--- config.mk ---
export PLATFORM = sky130hd
export DESIGN_NAME = adxl345_spi_responder_flat
export DESIGN_NICKNAME = d
export VERILOG_FILES = /design/src/rtl/adxl345_pkg.sv /design/src/rtl/adxl345_spi_responder_if.sv /design/src/rtl/spi_pin_sync.sv /design/src/rtl/adxl345_spi_responder.sv /design/src/flat_wrapper.sv
export SDC_FILE = /design/constraint.sdc
export NUM_CORES = 1
export LEC_CHECK = 0
export BUFFER_PORTS_ARGS = -buffer_cell sky130_fd_sc_hd__clkbuf_2
export CORE_MARGIN = 2
export CORE_UTILIZATION = 40
export CTS_CLUSTER_SIZE = 30
export DETAILED_ROUTE_END_ITERATION = 8
export HOLD_SLACK_MARGIN = 0.05
export SLEW_MARGIN = 20
export SYNTH_ARGS = -nofsm -noshare
export SYNTH_HDL_FRONTEND = slang
export SYNTH_SLANG_ARGS = --single-unit
--- constraint.sdc ---
create_clock -name sys_clk -period 5.5 [get_ports sys_clk]
set_input_delay 0 -clock sys_clk [delete_from_list [all_inputs] [get_ports sys_clk]]
set_output_delay 0 -clock sys_clk [all_outputs]
set_load 0.1 [all_outputs]
--- src/rtl/adxl345_pkg.sv ---
// ADXL345 responder shared definitions: register map, reset values, FSM states.
// Also used by the accelerometer controller bench.
package adxl345_pkg;

   localparam int unsigned ADDR_W         = 6;
   localparam int unsigned DATA_W         = 8;
   localparam int unsigned SAMPLE_W       = 16;
   localparam int unsigned NUM_AXIS_BYTES = 6;

   localparam logic [ADDR_W-1:0] ADDR_DEVID       = 6'h00;
   localparam logic [ADDR_W-1:0] ADDR_BW_RATE     = 6'h2C;
   localparam logic [ADDR_W-1:0] ADDR_POWER_CTL   = 6'h2D;
   localparam logic [ADDR_W-1:0] ADDR_DATA_FORMAT = 6'h31;
   localparam logic [ADDR_W-1:0] ADDR_DATAX0      = 6'h32;
   localparam logic [ADDR_W-1:0] ADDR_DATAX1      = 6'h33;
   localparam logic [ADDR_W-1:0] ADDR_DATAY0      = 6'h34;
   localparam logic [ADDR_W-1:0] ADDR_DATAY1      = 6'h35;
   localparam logic [ADDR_W-1:0] ADDR_DATAZ0      = 6'h36;
   localparam logic [ADDR_W-1:0] ADDR_DATAZ1      = 6'h37;

   localparam logic [DATA_W-1:0] BW_RATE_RST     = 8'h0A;
   localparam logic [DATA_W-1:0] POWER_CTL_RST   = 8'h00;
   localparam logic [DATA_W-1:0] DATA_FORMAT_RST = 8'h00;

   typedef enum logic [1:0] {
      ST_IDLE = 2'd0,
      ST_CMD  = 2'd1,
      ST_DATA = 2'd2
   } spi_resp_state_t;

   // ADXL345 command byte layout
   typedef struct packed {
      logic              rw;    // 1 = read
      logic              mb;    // multi-byte, auto-increment address
      logic [ADDR_W-1:0] addr;
   } spi_cmd_t;

   // Only the three configuration registers accept writes
   function automatic logic is_writable(input logic [ADDR_W-1:0] a);
      return (a == ADDR_BW_RATE) || (a == ADDR_POWER_CTL) || (a == ADDR_DATA_FORMAT);
   endfunction

endpackage

--- src/rtl/adxl345_spi_responder_if.sv ---
// 4-wire SPI bus between an initiator (master) and the ADXL345 responder (slave).
//   spi_sclk/spi_mosi/spi_cs : initiator -> responder
//   spi_miso/miso_oe         : responder -> initiator / pad
interface adxl345_spi_responder_if;

   logic spi_sclk;
   logic spi_mosi;
   logic spi_cs;
   logic spi_miso;
   logic miso_oe;

   modport master (
      output spi_sclk,
      output spi_mosi,
      output spi_cs,
      input  spi_miso,
      input  miso_oe
   );

   modport slave (
      input  spi_sclk,
      input  spi_mosi,
      input  spi_cs,
      output spi_miso,
      output miso_oe
   );

endinterface

--- src/rtl/spi_pin_sync.sv ---
// SPI pin synchronisers with registered edge detect.
//   sys_clk, sys_rst           : clock, async active-high reset
//   spi_sclk/spi_mosi/spi_cs   : raw pins
//   sclk_rise/sclk_fall        : one-cycle pulses, SYNC_STAGES+1 cycles after the pin edge
//   cs_rise/cs_fall            : same for chip select
//   mosi_s                     : synchronised MOSI aligned with the sclk edge pulses
module spi_pin_sync #(
   parameter int unsigned SYNC_STAGES = 2
) (
   input  logic sys_clk,
   input  logic sys_rst,
   input  logic spi_sclk,
   input  logic spi_mosi,
   input  logic spi_cs,
   output logic sclk_rise,
   output logic sclk_fall,
   output logic cs_rise,
   output logic cs_fall,
   output logic mosi_s
);

   logic [SYNC_STAGES-1:0] sclk_sync_q, sclk_sync_d;
   logic [SYNC_STAGES-1:0] mosi_sync_q, mosi_sync_d;
   logic [SYNC_STAGES-1:0] cs_sync_q,   cs_sync_d;
   logic sclk_prev_q, sclk_prev_d;
   logic cs_prev_q,   cs_prev_d;
   logic sclk_rise_q, sclk_rise_d;
   logic sclk_fall_q, sclk_fall_d;
   logic cs_rise_q,   cs_rise_d;
   logic cs_fall_q,   cs_fall_d;
   logic mosi_q,      mosi_d;
   logic sclk_lvl, cs_lvl;

   // Shift chains; the truncating cast drops the oldest stage
   always_comb begin
      sclk_sync_d = SYNC_STAGES'({sclk_sync_q, spi_sclk});
      mosi_sync_d = SYNC_STAGES'({mosi_sync_q, spi_mosi});
      cs_sync_d   = SYNC_STAGES'({cs_sync_q, spi_cs});
      sclk_lvl    = sclk_sync_q[SYNC_STAGES-1];
      cs_lvl      = cs_sync_q[SYNC_STAGES-1];
      sclk_prev_d = sclk_lvl;
      cs_prev_d   = cs_lvl;
      sclk_rise_d = sclk_lvl & ~sclk_prev_q;
      sclk_fall_d = ~sclk_lvl & sclk_prev_q;
      cs_rise_d   = cs_lvl & ~cs_prev_q;
      cs_fall_d   = ~cs_lvl & cs_prev_q;
      mosi_d      = mosi_sync_q[SYNC_STAGES-1];
   end

   // SCLK resets to its idle-high level. CS resets low so that a chip select
   // already asserted when reset releases never produces a falling edge: the
   // responder stays out of that transaction until CS has been seen high.
   always_ff @(posedge sys_clk or posedge sys_rst) begin
      if (sys_rst) begin
         sclk_sync_q <= '1;
         mosi_sync_q <= '0;
         cs_sync_q   <= '0;
         sclk_prev_q <= 1'b1;
         cs_prev_q   <= 1'b0;
         sclk_rise_q <= 1'b0;
         sclk_fall_q <= 1'b0;
         cs_rise_q   <= 1'b0;
         cs_fall_q   <= 1'b0;
         mosi_q      <= 1'b0;
      end else begin
         sclk_sync_q <= sclk_sync_d;
         mosi_sync_q <= mosi_sync_d;
         cs_sync_q   <= cs_sync_d;
         sclk_prev_q <= sclk_prev_d;
         cs_prev_q   <= cs_prev_d;
         sclk_rise_q <= sclk_rise_d;
         sclk_fall_q <= sclk_fall_d;
         cs_rise_q   <= cs_rise_d;
         cs_fall_q   <= cs_fall_d;
         mosi_q      <= mosi_d;
      end
   end

   assign sclk_rise = sclk_rise_q;
   assign sclk_fall = sclk_fall_q;
   assign cs_rise   = cs_rise_q;
   assign cs_fall   = cs_fall_q;
   assign mosi_s    = mosi_q;

endmodule

--- src/rtl/adxl345_spi_responder.sv ---
// ADXL345 4-wire SPI (mode 3) register-interface emulator, oversampled on sys_clk.
//   sys_clk, sys_rst             : clock, async active-high reset
//   spi                          : SPI bus (slave modport)
//   x/y/z_sample, sample_valid   : axis data source, loads live data registers
//   bw_rate/power_ctl/data_format: configuration registers 0x2C/0x2D/0x31
//   wr_strobe, wr_addr           : pulse and address of each committed write
module adxl345_spi_responder
   import adxl345_pkg::*;
#(
   parameter int unsigned       SYNC_STAGES = 2,
   parameter logic [DATA_W-1:0] DEVID_VALUE = 8'hE5
) (
   input  logic                sys_clk,
   input  logic                sys_rst,
   adxl345_spi_responder_if.slave spi,
   input  logic [SAMPLE_W-1:0] x_sample,
   input  logic [SAMPLE_W-1:0] y_sample,
   input  logic [SAMPLE_W-1:0] z_sample,
   input  logic                sample_valid,
   output logic [DATA_W-1:0]   bw_rate,
   output logic [DATA_W-1:0]   power_ctl,
   output logic [DATA_W-1:0]   data_format,
   output logic                wr_strobe,
   output logic [ADDR_W-1:0]   wr_addr
);

   logic sclk_rise, sclk_fall, cs_rise, cs_fall, mosi_s;

   spi_pin_sync #(
      .SYNC_STAGES (SYNC_STAGES)
   ) u_pin_sync (
      .sys_clk   (sys_clk),
      .sys_rst   (sys_rst),
      .spi_sclk  (spi.spi_sclk),
      .spi_mosi  (spi.spi_mosi),
      .spi_cs    (spi.spi_cs),
      .sclk_rise (sclk_rise),
      .sclk_fall (sclk_fall),
      .cs_rise   (cs_rise),
      .cs_fall   (cs_fall),
      .mosi_s    (mosi_s)
   );

   spi_resp_state_t state_q, state_d;
   logic [2:0]        bit_cnt_q, bit_cnt_d;
   logic [DATA_W-2:0] shift_in_q, shift_in_d;
   logic [DATA_W-1:0] shift_out_q, shift_out_d;
   spi_cmd_t          cmd_q, cmd_d;
   logic              miso_q, miso_d;
   logic              miso_oe_q, miso_oe_d;
   logic [NUM_AXIS_BYTES-1:0][DATA_W-1:0] live_q, live_d;
   logic [NUM_AXIS_BYTES-1:0][DATA_W-1:0] shadow_q, shadow_d;
   logic [DATA_W-1:0] bw_rate_q, bw_rate_d;
   logic [DATA_W-1:0] power_ctl_q, power_ctl_d;
   logic [DATA_W-1:0] data_format_q, data_format_d;
   logic              wr_strobe_q, wr_strobe_d;
   logic [ADDR_W-1:0] wr_addr_q, wr_addr_d;

   logic [DATA_W-1:0] byte_in_c;
   logic [DATA_W-1:0] rd_data_c;

   // Read mux; axis data always comes from the transaction snapshot
   always_comb begin
      rd_data_c = '0;
      case (cmd_q.addr)
         ADDR_DEVID:       rd_data_c = DEVID_VALUE;
         ADDR_BW_RATE:     rd_data_c = bw_rate_q;
         ADDR_POWER_CTL:   rd_data_c = power_ctl_q;
         ADDR_DATA_FORMAT: rd_data_c = data_format_q;
         ADDR_DATAX0:      rd_data_c = shadow_q[0];
         ADDR_DATAX1:      rd_data_c = shadow_q[1];
         ADDR_DATAY0:      rd_data_c = shadow_q[2];
         ADDR_DATAY1:      rd_data_c = shadow_q[3];
         ADDR_DATAZ0:      rd_data_c = shadow_q[4];
         ADDR_DATAZ1:      rd_data_c = shadow_q[5];
         default:          rd_data_c = '0;
      endcase
   end

   // Next-state and datapath
   always_comb begin
      state_d       = state_q;
      bit_cnt_d     = bit_cnt_q;
      shift_in_d    = shift_in_q;
      shift_out_d   = shift_out_q;
      cmd_d         = cmd_q;
      miso_d        = miso_q;
      live_d        = live_q;
      shadow_d      = shadow_q;
      bw_rate_d     = bw_rate_q;
      power_ctl_d   = power_ctl_q;
      data_format_d = data_format_q;
      wr_strobe_d   = 1'b0;
      wr_addr_d     = wr_addr_q;
      byte_in_c     = {shift_in_q, mosi_s};

      if (sample_valid) begin
         live_d = {z_sample, y_sample, x_sample};
      end

      case (state_q)
         ST_IDLE: begin
            miso_d = 1'b0;
            if (cs_fall) begin
               state_d   = ST_CMD;
               bit_cnt_d = '0;
               shadow_d  = live_q;   // pre-update values even if sample_valid coincides
            end
         end

         ST_CMD: begin
            miso_d = 1'b0;
            if (sclk_rise) begin
               shift_in_d = byte_in_c[DATA_W-2:0];
               bit_cnt_d  = bit_cnt_q + 3'd1;
               if (bit_cnt_q == 3'd7) begin
                  cmd_d   = spi_cmd_t'(byte_in_c);
                  state_d = ST_DATA;
               end
            end
         end

         ST_DATA: begin
            // First falling edge of each byte loads the register, later ones shift
            if (sclk_fall) begin
               if (cmd_q.rw) begin
                  if (bit_cnt_q == 3'd0) begin
                     miso_d      = rd_data_c[DATA_W-1];
                     shift_out_d = {rd_data_c[DATA_W-2:0], 1'b0};
                  end else begin
                     miso_d      = shift_out_q[DATA_W-1];
                     shift_out_d = {shift_out_q[DATA_W-2:0], 1'b0};
                  end
               end else begin
                  miso_d = 1'b0;
               end
            end
            if (sclk_rise) begin
               shift_in_d = byte_in_c[DATA_W-2:0];
               bit_cnt_d  = bit_cnt_q + 3'd1;
               if (bit_cnt_q == 3'd7) begin
                  if (!cmd_q.rw && is_writable(cmd_q.addr)) begin
                     case (cmd_q.addr)
                        ADDR_BW_RATE:     bw_rate_d     = byte_in_c;
                        ADDR_POWER_CTL:   power_ctl_d   = byte_in_c;
                        ADDR_DATA_FORMAT: data_format_d = byte_in_c;
                        default:          ;
                     endcase
                     wr_strobe_d = 1'b1;
                     wr_addr_d   = cmd_q.addr;
                  end
                  if (cmd_q.mb) begin
                     cmd_d.addr = cmd_q.addr + ADDR_W'(1);
                  end
               end
            end
         end

         default: begin
            state_d = ST_IDLE;
            miso_d  = 1'b0;
         end
      endcase

      // CS deassertion aborts from any state; a partial byte is simply dropped
      if (cs_rise) begin
         state_d   = ST_IDLE;
         bit_cnt_d = '0;
         miso_d    = 1'b0;
      end

      miso_oe_d = (state_d != ST_IDLE);
   end

   always_ff @(posedge sys_clk or posedge sys_rst) begin
      if (sys_rst) begin
         state_q       <= ST_IDLE;
         bit_cnt_q     <= '0;
         shift_in_q    <= '0;
         shift_out_q   <= '0;
         cmd_q         <= '0;
         miso_q        <= 1'b0;
         miso_oe_q     <= 1'b0;
         live_q        <= '0;
         shadow_q      <= '0;
         bw_rate_q     <= BW_RATE_RST;
         power_ctl_q   <= POWER_CTL_RST;
         data_format_q <= DATA_FORMAT_RST;
         wr_strobe_q   <= 1'b0;
         wr_addr_q     <= '0;
      end else begin
         state_q       <= state_d;
         bit_cnt_q     <= bit_cnt_d;
         shift_in_q    <= shift_in_d;
         shift_out_q   <= shift_out_d;
         cmd_q         <= cmd_d;
         miso_q        <= miso_d;
         miso_oe_q     <= miso_oe_d;
         live_q        <= live_d;
         shadow_q      <= shadow_d;
         bw_rate_q     <= bw_rate_d;
         power_ctl_q   <= power_ctl_d;
         data_format_q <= data_format_d;
         wr_strobe_q   <= wr_strobe_d;
         wr_addr_q     <= wr_addr_d;
      end
   end

   assign spi.spi_miso = miso_q;
   assign spi.miso_oe  = miso_oe_q;
   assign bw_rate      = bw_rate_q;
   assign power_ctl    = power_ctl_q;
   assign data_format  = data_format_q;
   assign wr_strobe    = wr_strobe_q;
   assign wr_addr      = wr_addr_q;

endmodule
--- src/flat_wrapper.sv ---
// flat-port wrapper written by rule: the top's interface ports become plain ports
module adxl345_spi_responder_flat import adxl345_pkg::*;
#(
   parameter int unsigned       SYNC_STAGES = 2,
   parameter logic [DATA_W-1:0] DEVID_VALUE = 8'hE5
)
  (sys_clk, sys_rst, x_sample, y_sample, z_sample, sample_valid, bw_rate, power_ctl, data_format, wr_strobe, wr_addr, spi_spi_sclk, spi_spi_mosi, spi_spi_cs, spi_spi_miso, spi_miso_oe);
  adxl345_spi_responder_if spi_i ();
  input  logic sys_clk;
  input  logic sys_rst;
  input  logic [SAMPLE_W-1:0] x_sample;
  input  logic [SAMPLE_W-1:0] y_sample;
  input  logic [SAMPLE_W-1:0] z_sample;
  input  logic sample_valid;
  output logic [DATA_W-1:0] bw_rate;
  output logic [DATA_W-1:0] power_ctl;
  output logic [DATA_W-1:0] data_format;
  output logic wr_strobe;
  output logic [ADDR_W-1:0] wr_addr;
  input wire logic [$bits(spi_i.spi_sclk)-1:0] spi_spi_sclk;
  input wire logic [$bits(spi_i.spi_mosi)-1:0] spi_spi_mosi;
  input wire logic [$bits(spi_i.spi_cs)-1:0] spi_spi_cs;
  output wire logic [$bits(spi_i.spi_miso)-1:0] spi_spi_miso;
  output wire logic [$bits(spi_i.miso_oe)-1:0] spi_miso_oe;
  assign spi_i.spi_sclk = spi_spi_sclk;
  assign spi_i.spi_mosi = spi_spi_mosi;
  assign spi_i.spi_cs = spi_spi_cs;
  assign spi_spi_miso = spi_i.spi_miso;
  assign spi_miso_oe = spi_i.miso_oe;
  adxl345_spi_responder #(.SYNC_STAGES(SYNC_STAGES), .DEVID_VALUE(DEVID_VALUE)) u_core (.sys_clk(sys_clk), .sys_rst(sys_rst), .spi(spi_i), .x_sample(x_sample), .y_sample(y_sample), .z_sample(z_sample), .sample_valid(sample_valid), .bw_rate(bw_rate), .power_ctl(power_ctl), .data_format(data_format), .wr_strobe(wr_strobe), .wr_addr(wr_addr));
endmodule
# == Yosys cells after proc, flatten, opt, wreduce, memory -nomap -nowiden ==
# Cells that the tools add are included.
# totals
inputBits,54
word_cells,113
out_inout_bits,33
reg_bits,170
# op_classes
addsub,2
bitwise_logic,8
mux,26
n_eq_ne,20
reduce_logical,21
# op_table
op,count
$pmux W8 S10,1
$eq A6 B6 Y1 const B,9
$mux W6,5
$reduce_and A5 Y1,3
$pmux W6 S2,1
$mux W1,9
$mux W3,3
$reduce_and A3 Y1,3
$mux W2,4
$mux W8,1
$add A6 B1 Y6 const B,1
$logic_not A6 Y1,1
$ne A2 B1 Y1 const B,3
$ne A3 B3 Y1 const B,2
$pmux W2 S3,1
$pmux W3 S2,1
$reduce_and A6 Y1,1
$and A1 B1 Y1,4
$ne A2 B2 Y1 const B,2
$not A1 Y1,4
$reduce_and A2 Y1,2
$reduce_and A4 Y1,1
$reduce_bool A2 Y1,2
$add A3 B1 Y3 const B,1
other kinds (11),12

# == Longest topological paths before layout ==
# Gate-level depths: netlist (run 1).
# depth
word_depth,8
ltp_mapped,9

# == Hierarchy ==
# A second synthesis (run 1) with hierarchy kept.
# hier_totals
hier_cells,526
hier_area_um2,7244.4
# by_module_without_submodules
module,cells_each,n_inst,area_each_um2,seq_area_each_um2
adxl345_spi_responder,508,1,6876.6,3906.2
spi_pin_sync,18,1,367.9,329.1

# == Least setup slack after synthesis (run 1) ==
# No wires, ideal clock.
# synth_timing
path_type,reg-to-reg
from,register u_core.cmd_q[0] (netlist name)
to,register u_core.miso_q (netlist: u_core.spi.spi_miso)
arrival_time_ns,1.981
n_path_buf,2
slack_ns,3.427
path_stages_with_launch,10
period_less_slack_ns,2.073
t_required_ns,5.408
setup_ns,0.092
cell_sequence,dfrtp_1 inv_1 ha_1 buf_4 or4b_1 a31oi_1 o21bai_1 or2_0 buf_2 o31ai_2
# synth_between
elab_chain_cells,7
word_cells_on_any_way,16
classes_between,eq/ne (9); mux (6); reduce/logical (1)
# synth_lines
element,line,text
start: declaration,adxl345_spi_responder.sv:48,"spi_cmd_t cmd_q, cmd_d;"
start signal: assignment,adxl345_spi_responder.sv:196,cmd_q <= cmd_d;
$eq A6 B6 Y1 / $logic_not A6 Y1 (equally long branches),adxl345_spi_responder.sv:65,case (cmd_q.addr)
$pmux W8 S10 (*),adxl345_spi_responder.sv:65,
$mux W1 (*),adxl345_spi_responder.sv:127,if (bit_cnt_q == 3'd0) begin
$mux W1 (*),adxl345_spi_responder.sv:126,if (cmd_q.rw) begin
$mux W1 (*),adxl345_spi_responder.sv:125,if (sclk_fall) begin
$mux W1 (*),adxl345_spi_responder.sv:101,case (state_q)
$mux W1 (*),adxl345_spi_responder.sv:166,if (cs_rise) begin
end signal: assignment,adxl345_spi_responder.sv:197,miso_q <= miso_d;
end: declaration,adxl345_spi_responder.sv:49,"logic miso_q, miso_d;"
# Mark *: on every way between the ends. The rest lies on a longest branch, timed or not. The select of a mux whose other input is x is not followed.
# A chain may end at the register's enable or synchronous reset.

# == Worst setup path in the final report (run 1) ==
# layout_timing
from,register u_core.state_q[0]
to,register u_core.cmd_q[3] (netlist name)
# layout_between
elab_chain_cells,3
word_cells_on_any_way,10
classes_between,eq/ne (7); mux (1); reduce/logical (2)
# layout_lines
element,line,text
start: declaration,adxl345_spi_responder.sv:44,"spi_resp_state_t state_q, state_d;"
start signal: assignment,adxl345_spi_responder.sv:192,state_q <= state_d;
$eq A2 B1 Y1 / $eq A2 B2 Y1 (equally long branches),adxl345_spi_responder.sv:101,
"$ne A2 B1 Y1 (no source line), or another cell as far along",--,
$reduce_and A6 Y1 (no source line),--,
# Several ways; a longest one is shown, not always the timed one.

==> impl_metrics.tcl, run 1 <==
set metrics [dict create \
    initialDrtViolationCount 345 \
    yosysTopAreaCell "dfrtp_1" \
    nFillCells 1520 \
    timing.hold.ws_ps 201 \
    io_pins 87 \
    clock-root-buffer "clkbuf_16" \
    drive_gt1_share_pct 38.6 \
    yosysMostFrequentCell "dfrtp_1" \
    status "finished clean" \
    die_x_um 138 \
    grt-ovfl-total 0 \
    syn-num-nets 604 \
    regArea_mm2 0.00424 \
    tightest_slew_ps 953 \
    setup_ws_ps 2950 \
    slowest_stage "nor2_1" \
    period_needed_ps 2550 \
    initial_core_util_pct 40.5 \
    synth.distinct_cells 53 \
    finalHoldViolCount 0 \
    wl_per_cell_um 18.3 \
    yosysWarnings 0 \
    relSlewSlack_pct 36.5 \
    dr.pass1.iters 4 \
    post-place-ws_ps 2900 \
    postRouteAntennaNets 0 \
    cp-end-kind "flop" \
    cts_max_level 4 \
    finalSetupViolations 0 \
    clockBufferDepth 2 \
    async_reset_ff_share_pct 100 \
    finalSetupTns_ps 0 \
    port_buffers 86 \
    antenna_found_initial 0 \
    critPathLaunchType "flop" \
    synth_seq_area_share_pct 58.6 \
    synth_area_mm2 0.00722 \
    syn_inst 538 \
    num_vias 4747 \
    yosys_register_bits 169 \
    period_share_pct 46.4 \
    grt_pass1_vias 4886 \
    fp.dieH_um 138 \
    viasPerCell 5.23 \
    area.growth.synth_to_final_pct 23.8 \
    netlist.area_leader.share_pct 56.8 \
    drv_slew 0 \
    path_clk_slew_ps 60 \
    peakVddDrop_v 0.000214 \
    layout.nets 731 \
    cts_sinks 169 \
    drv_cap 0 \
    gp_congestion 0.930 \
    power_density_mw_per_mm2 351 \
    grt_max_degree 112 \
    grt_first_pass_wirelength_um 26900 \
    antenna_cells 0 \
    routed_wl_um 16600 \
    crit_path_max_incr_delay_ps 650 \
    die_area_mm2 0.0191 \
    synth_common_cells "dfrtp_1 (164), mux2_2 (134), nand2_1 (22)" \
    skew_ps 7.78 \
    fmax_mhz 392 \
    leakagePower_uw 0.00411 \
    cts_resized 0 \
    path_class "flop to flop" \
    cp.arrival_ps 2860 \
    cts_made_buffers 17 \
    cp_max_fo 17 \
    cts_setup_buffers 0 \
    synth_area_per_cell_um2 13.4 \
    synth_ff_type "dfrtp_1" \
    drc 0 \
    hpwl_um 11800 \
    multiInputGateArea_mm2 0.00283 \
    synthTopCellsByArea "dfrtp_1 (57%), mux2_2 (21%), ha_1 (2.1%), dfstp_2 (1.8%), and3_1 (1.6%)" \
    grt_usage_pct 18.1 \
    required_ps 5800 \
    core_mm2 0.0178 \
    synth_edf_count 0 \
    grt_setup_unrepaired "no" \
    cts_tree "done" \
    worstSkewPairLatency_ps 420 \
    rows 49 \
    min_path_type "primary input to flop" \
    crit_chain "inv_1 > ha_1 > mux2i_1 > nor2_1 > and3_1 > o21ai_0 > o221a_2" \
]
-- cell families after synthesis --
kind of cell,Yosys count,share of synthesized area [%]
DFF,169,58.6
muxes,136,21.2
and+or+nand+nor,99,7.81
AOI/OAI and AO/OA,82,8.02
buffers and inverters,40,2.27
adders and majority gates,12,2.08
-- worst paths after layout --
path / to / start / slack [ps] / cells after the start
setup / recovery: u_core.cmd_q[3] / u_core.state_q[0] / 2950 / 7
hold / removal: u_core.live_q[43] / sample_valid / 200 / 2
setup reg to reg: u_core.cmd_q[3] / u_core.state_q[0] / 2950 / 7
hold reg to reg: u_core.u_pin_sync.mosi_s / u_core.u_pin_sync.mosi_sync_q[1] / 350 / 0
max in group asynchronous: u_core.shift_in_q[2] / sys_rst / 3820 / 4
min in group asynchronous: u_core.live_q[10] / sys_rst / 350 / 3
-- per-layer routing --
layer  GRT usage (%)  part of all wire (%)
met1            23.7                    45
met4            7.09                   2.4
met3            3.84                   3.4
met5               0                     0
met2            29.5                    49
-- placed cells by master, fill, tap and decap left out, types with 6 or more instances in the layout --
master / instances
dfrtp_1: 164
mux2_2: 134
clkbuf_2: 85
dlygate4sd3_1: 52
nand2_1: 21
and3_1: 19
a21oi_1: 18
clkbuf_16: 17
a22oi_1: 13
ha_1: 12
nand3_1: 9
o21ai_0: 9
nor2_1: 8
a22o_1: 8
inv_1: 8
nor2b_1: 7
and2_1: 6
-- per-stage QoR --
stage	instances	total power, uW	utilization, %	instance area (um2)
2_1_floorplan	538	1820	-	7220
3_3_place_gp	823	1950	43.9	7820
3_5_place_dp	823	1980	43.9	7820
4_1_cts	907	3170	50.1	8930
5_1_grt	907	3290	50.1	8940
6_report	907	3130	50.1	8940
-- final cells by class --
class / count / area share (%)
sequential: 169 / 47.4
clock inverter: 9 / 1.01
inverter: 9 / 0.434
timing repair buffer: 139 / 10.7
tap: 229 / 3.21
multi-input combinational: 329 / 31.7
clock buffer: 23 / 5.57
-- state kept, by name, indices dropped and copies added, names as in the netlist --
signal / cells
u_core.state_q: 2
u_core.spi.spi_miso: 1
u_core.live_q: 48
u_core.shift_in_q: 7
u_core.u_pin_sync.mosi_s: 1
u_core.shift_out_q: 7
u_core.u_pin_sync.sclk_sync_q: 2
u_core.bit_cnt_q: 3
u_core.u_pin_sync.sclk_fall: 1
u_core.u_pin_sync.mosi_sync_q: 2
u_core.cmd_q: 8
u_core.u_pin_sync.cs_fall: 1
u_core.data_format: 8
u_core.wr_addr: 6
u_core.u_pin_sync.cs_sync_q: 2
u_core.spi.miso_oe: 1
u_core.u_pin_sync.sclk_prev_q: 1
u_core.shadow_q: 48
u_core.u_pin_sync.sclk_rise: 1
u_core.power_ctl: 8
u_core.wr_strobe: 1
u_core.u_pin_sync.cs_rise: 1
u_core.bw_rate: 8
u_core.u_pin_sync.cs_prev_q: 1
-- worst max-delay path: cells and delay by family (launching register included) --
family                     cells  cell delay [ps]
buffers and inverters          1              130
AOI/OAI and AO/OA              2              250
adders and majority gates      1              540
and+or+nand+nor                2              900
DFF                            1              410
muxes                          1              200
-- what timing repair did --
action                     CTS  global route
hold endpoints to repair   156             0
hold buffers                52             0
setup endpoints to repair    0             0
-- power breakdown --
group          leakage (uW)  switching [uW]  internal, uW
Combinational       0.00173             149           220
Sequential          0.00210             161          1440
Clock              0.000274             476           684
(Power assumes the default switching activity.)
==> inputs of run 2 (changes only) <==
==> constraint.sdc (replaced) <==
create_clock -name sys_clk -period 2.1 [get_ports sys_clk]
set_input_delay 0 -clock sys_clk [delete_from_list [all_inputs] [get_ports sys_clk]]
set_output_delay 0 -clock sys_clk [all_outputs]
set_load 0.1 [all_outputs]
==> run 2 against run 1 <==
Clock skew is 0.99 ps higher. Fmax grew 27%. Wire length grew 6.0%. Flip-flop and latch count stayed put. Largest cell class unchanged. Clock power rose to 2.9 times the previous value.
==> impl_metrics.tcl, run 2 (synthesized netlist as in run 1, its figures left out) <==
set metrics [dict create \
    status "finished clean" \
    grt_usage_pct 19.2 \
    final_cell_mix "dfrtp_1 (163), mux2_2 (134), clkbuf_2 (86), dlygate4sd3_1 (52), buf_4 (42)" \
    routed_wl_um 17600 \
    port_buffers 86 \
    reg_top3 "u_core.live_q (48), u_core.shadow_q (48)" \
    grt_first_pass_wirelength_um 28900 \
    dr.pass1.iters 5 \
    period_needed_ps 2000 \
    finalHoldViolCount 0 \
    initialDrtViolationCount 335 \
    p_total_uw 8570 \
    critical_path_buf_inv_count 2 \
    clockBufferDepth 2 \
    tightest_slew_ps 614 \
    finalNonFillerCells 953 \
    grt.met2_usage_pct 32.8 \
    crit_chain "inv_2 > buf_4 > ha_2 > and3_4 > and2_2 > a222oi_1 > and3_1 > o221ai_1" \
    drc 0 \
    clock-root-buffer "clkbuf_16" \
    met3_usage_pct 3.64 \
    rows 49 \
    drv_slew 0 \
    area.growth.synth_to_final_pct 31.3 \
    antenna_cells 0 \
    path_depth 8 \
    startpoint "u_core.cmd_q[0]" \
    cp_max_fo 6 \
    fp.dieH_um 138 \
    required_ps 2390 \
    path_clk_slew_ps 70 \
    die_area_mm2 0.0191 \
    use_met1_pct 24.5 \
    viasPerCell 5.24 \
    rrSetupSlack_ps 100 \
    r2r-start "u_core.cmd_q[0]" \
    grt-ovfl-total 0 \
    postRouteAntennaNets 0 \
    initial_core_util_pct 40.5 \
    gp_congestion 0.926 \
    num_vias 4996 \
    path_class "flop to flop" \
    cts_made_buffers 17 \
    crit_path_max_incr_delay_ps 420 \
    finalSetupViolations 0 \
    cp-endpoint "u_core.shift_out_q[2]" \
    cp.arrival_ps 2290 \
    leakagePower_uw 0.00440 \
    power_density_mw_per_mm2 903 \
    grt_pass1_vias 5374 \
    grt_max_degree 50 \
    core_mm2 0.0178 \
    cts_tree "done" \
    drv_cap 0 \
    grt_busiest_layer "met2" \
    min_path_type "primary input to asynchronous set/reset pin" \
    skew_ps 8.77 \
    worstSkewPairLatency_ps 420 \
    dp.cells 867 \
    relSlewSlack_pct 59.0 \
    wl_per_cell_um 18.5 \
    io_pins 87 \
    final_common_cell "dfrtp_1" \
    die_x_um 138 \
    hpwl_um 12900 \
    placed_area_mm2 0.00822 \
    slowest_stage "dfrtp_2" \
    period_share_pct 95.4 \
    critPathLaunchType "flop" \
    cts_max_level 4 \
    drive_gt1_share_pct 45.6 \
    reg2regPathDepth 8 \
    layout.nets 778 \
    timing.hold.ws_ps 192 \
    cp-end-kind "flop" \
    peakVddDrop_v 0.000557 \
    antenna_found_initial 0 \
    worstReg2RegEnd "u_core.shift_out_q[2]" \
    cts_sinks 169 \
    critPathTopFamily "simple AND/OR/NAND/NOR gates" \
    fmax_mhz 499 \
    postLayoutCellArea_mm2 0.00949 \
]
==> run 2: cell types whose count changed in the layout (fill, tap and decap cells not counted), sizes merged <==
cell	change
inv	+1
clkbuf	-1
buf	+46
bufinv	+3
clkinv	-2
clkinvlp	-1
==> run 2: worst min-delay path by stage <==
stage                 startpoint                          endpoint  slack, ps  cells after the start
detailed placement  spi_spi_sclk  u_core.u_pin_sync.sclk_sync_q[0]         90                      1
CTS                      sys_rst               u_core.shadow_q[19]        200                      3
finish                   sys_rst               u_core.shadow_q[19]        190                      3
global route        spi_spi_sclk  u_core.u_pin_sync.sclk_sync_q[0]        220                      2
global placement         sys_rst                 u_core.live_q[18]         90                      2
floorplan           spi_spi_sclk  u_core.u_pin_sync.sclk_sync_q[0]          4                      0
==> run 2: routing by layer <==
| metal | up-vias | part of all wire, % |
|---|---|---|
| li1 | 2313 | - |
| met3 | 31 | 3.1 |
| met2 | 124 | 51 |
| met5 | - | 0 |
| met4 | 0 | 2.3 |
| met1 | 2528 | 43 |
==> run 2: layout make-up <==
class | count | area [um2]
Fill cell | 1514 | 8360
Timing Repair Buffer | 186 | 1380
Clock buffer | 21 | 470
Inverter | 9 | 37.5
Multi-Input combinational cell | 329 | 2910
Sequential cell | 169 | 4240
Clock inverter | 10 | 165
Tap cell | 229 | 287
==> run 2: what timing repair did <==
item / 4_1_cts / 5_1_grt
hold buffers: 52 / 0
pin swaps: 1 / 3
gates cloned: 0 / 0
setup endpoints to repair: 28 / 15
gates resized for setup: 9 / 21
setup buffers: 1 / 2
hold endpoints to repair: 71 / 0
==> run 2: power breakdown <==
part           internal [uW]  leakage [uW]  switching (uW)
logic                    602       0.00200             398
registers               3780       0.00210             436
clock network           2090      0.000302            1260
==> run 2: stage by stage <==
step / util (%) / setup slack [ps] / setup TNS [ps]
3_5_place_dp: 46.0 / -79.0 / -868
5_1_grt: 53.2 / -7.85 / -7.85
4_1_cts: 52.7 / 4.13 / 0
3_3_place_gp: 46.0 / -80.5 / -472
6_report: 53.2 / 96.9 / 0
2_1_floorplan: - / -50.6 / -8310
==> run 2: tightest hold or removal path, cell delays in order <==
cell and delay (ps):
dlygate4sd3_1 530, clkbuf_2 120, clkinvlp_4 420
==> inputs of run 3 (changes only) <==
==> constraint.sdc (replaced) <==
create_clock -name sys_clk -period 2.1 [get_ports sys_clk]
set_input_delay 0.105 -clock sys_clk [delete_from_list [all_inputs] [get_ports sys_clk]]
set_output_delay 0.105 -clock sys_clk [all_outputs]
set_load 0.1 [all_outputs]
==> run 3 against run 2 <==
Register-to-register slack got worse by 20 ps. Wire length is 2.7% lower. Power down 4.8%. Critical endpoint is now u_core.shift_out_q[3]. Die area did not move. Global-route usage shrank 0.21 points. Combinational power about the same. Critical path depth is the same. First-iteration DRC count is 36% lower. Setup slack lost 19 ps. Flip-flop and latch count is the same. Final area shrank 1.7%. Clock skew hardly changed.
==> impl_metrics.tcl, run 3 (synthesized netlist as in run 1, its figures left out) <==
set metrics [dict create \
    initial_core_util_pct 40.5 \
    setup_ws_ps 78.0 \
    relSlewSlack_pct 60.3 \
    routed_wl_um 17200 \
    area.growth.synth_to_final_pct 29.1 \
    finalSetupTns_ps 0 \
    clockBufferDepth 2 \
    drc 0 \
    peakVddDrop_v 0.000531 \
    crit_chain "buf_4 > ha_1 > buf_4 > and3_2 > buf_4 > a222oi_1 > nor3b_2 > o21ai_1" \
    leakagePower_uw 0.00432 \
    dr.pass1.iters 6 \
    grt_pass1_vias 5240 \
    fmax_mhz 495 \
    cts_tree "done" \
    finalHoldViolCount 0 \
    min_path_type "primary input to asynchronous set/reset pin" \
    cts_sinks 169 \
    grt_max_degree 102 \
    required_ps 2420 \
    layout.nets 770 \
    power_density_mw_per_mm2 875 \
    drv_cap 0 \
    cp-end-kind "flop" \
    gp_congestion 0.919 \
    cts_setup_buffers 0 \
    antenna_found_initial 0 \
    final_common_cell "dfrtp_1" \
    viasPerCell 5.20 \
    rows 49 \
    die_area_mm2 0.0191 \
    grt-ovfl-total 0 \
    period_needed_ps 2020 \
    slowest_stage "dfrtp_1" \
    period_share_pct 96.3 \
    tightest_slew_ps 596 \
    die_x_um 138 \
    worstSkewPairLatency_ps 430 \
    grt_first_pass_wirelength_um 28200 \
    grt_usage_pct 19.0 \
    finalSetupViolations 0 \
    clock-root-buffer "clkbuf_16" \
    fp.dieH_um 138 \
    reg_top3 "u_core.live_q (48), u_core.shadow_q (48)" \
    drv_slew 0 \
    io_pins 87 \
    crit_path_max_incr_delay_ps 380 \
    final_cell_mix "dfrtp_1 (164), mux2_2 (134), clkbuf_2 (86), dlygate4sd3_1 (52), buf_4 (36)" \
    cts_made_buffers 17 \
    antenna_cells 0 \
    path_clk_slew_ps 60 \
    path_class "flop to flop" \
    num_vias 4912 \
    drive_gt1_share_pct 44.0 \
    skew_ps 8.47 \
    hpwl_um 12400 \
    cts_max_level 4 \
    port_buffers 86 \
    cp_max_fo 6 \
    cp_common_cell "buf_4" \
    status "finished clean" \
    post-place-ws_ps -80.3 \
    cp.arrival_ps 2340 \
    postRouteAntennaNets 0 \
    wl_per_cell_um 18.2 \
    critical_path_buf_inv_count 3 \
    critPathTopFamily "simple AND/OR/NAND/NOR gates" \
    initialDrtViolationCount 216 \
    critPathLaunchType "flop" \
    core_mm2 0.0178 \
]
run 3: path summary, 6_finish.rpt:
path	depth (start not counted)	slack (ps)	from	endpoint
worst min register to register	0	350	u_core.u_pin_sync.mosi_sync_q[1]	u_core.u_pin_sync.mosi_s
worst max register to register	8	80	u_core.cmd_q[0]	u_core.shift_out_q[3]
worst min-delay path	4	310	sys_rst	u_core.live_q[8]
worst max-delay path	8	80	u_core.cmd_q[0]	u_core.shift_out_q[3]
min in group sys_clk	2	310	spi_spi_sclk	u_core.u_pin_sync.sclk_sync_q[0]
max in group asynchronous	4	1270	sys_rst	u_core.spi.spi_miso
run 3: final cells by class:
type                            count  area, um2
Clock buffer                       21        460
Timing Repair Buffer              178       1300
Fill cell                        1522       8520
Multi-Input combinational cell    329       2900
Inverter                            9       37.5
Clock inverter                     10       97.6
Tap cell                          229        287
Sequential cell                   169       4240
run 3: worst min-delay path, stage by stage:
cell and delay, ps:
dlygate4sd3_1 530, clkbuf_2 120, clkinvlp_4 100, buf_12 280
run 3: metal layers:
metal,part of all wire (%),GRT usage (%),up-vias
met4,2.1,7.25,0
li1,-,-,2302
met5,0,0,-
met1,44,24.0,2468
met3,3.9,4.19,28
met2,50,32.1,114
run 3: report_power, final:
| part | internal (uW) | leakage (uW) | switching, uW | total (uW) |
|---|---|---|---|---|
| Sequential | 3780 | 0.00210 | 420 | 4200 |
| Clock | 1690 | 0.000265 | 1280 | 2970 |
| Combinational | 594 | 0.00195 | 394 | 988 |
run 3: metrics by stage:
step	hold slack (ps)	power, uW	cells	util [%]	instance area [um2]
after global routing	299	8540	945	52.2	9320
after floorplan	109	4780	538	-	7230
final	306	8160	945	52.2	9320
after CTS	296	8260	945	51.9	9260
after detailed placement	194	5190	862	45.8	8170
after global placement	195	5130	862	45.8	8170
run 3: timing repair:
item,4_1_cts,5_1_grt
hold buffers,52,0
resized for setup,6,16
endpoints found under the hold margin,215,0
setup endpoints to repair,6,24
pin swaps,0,3
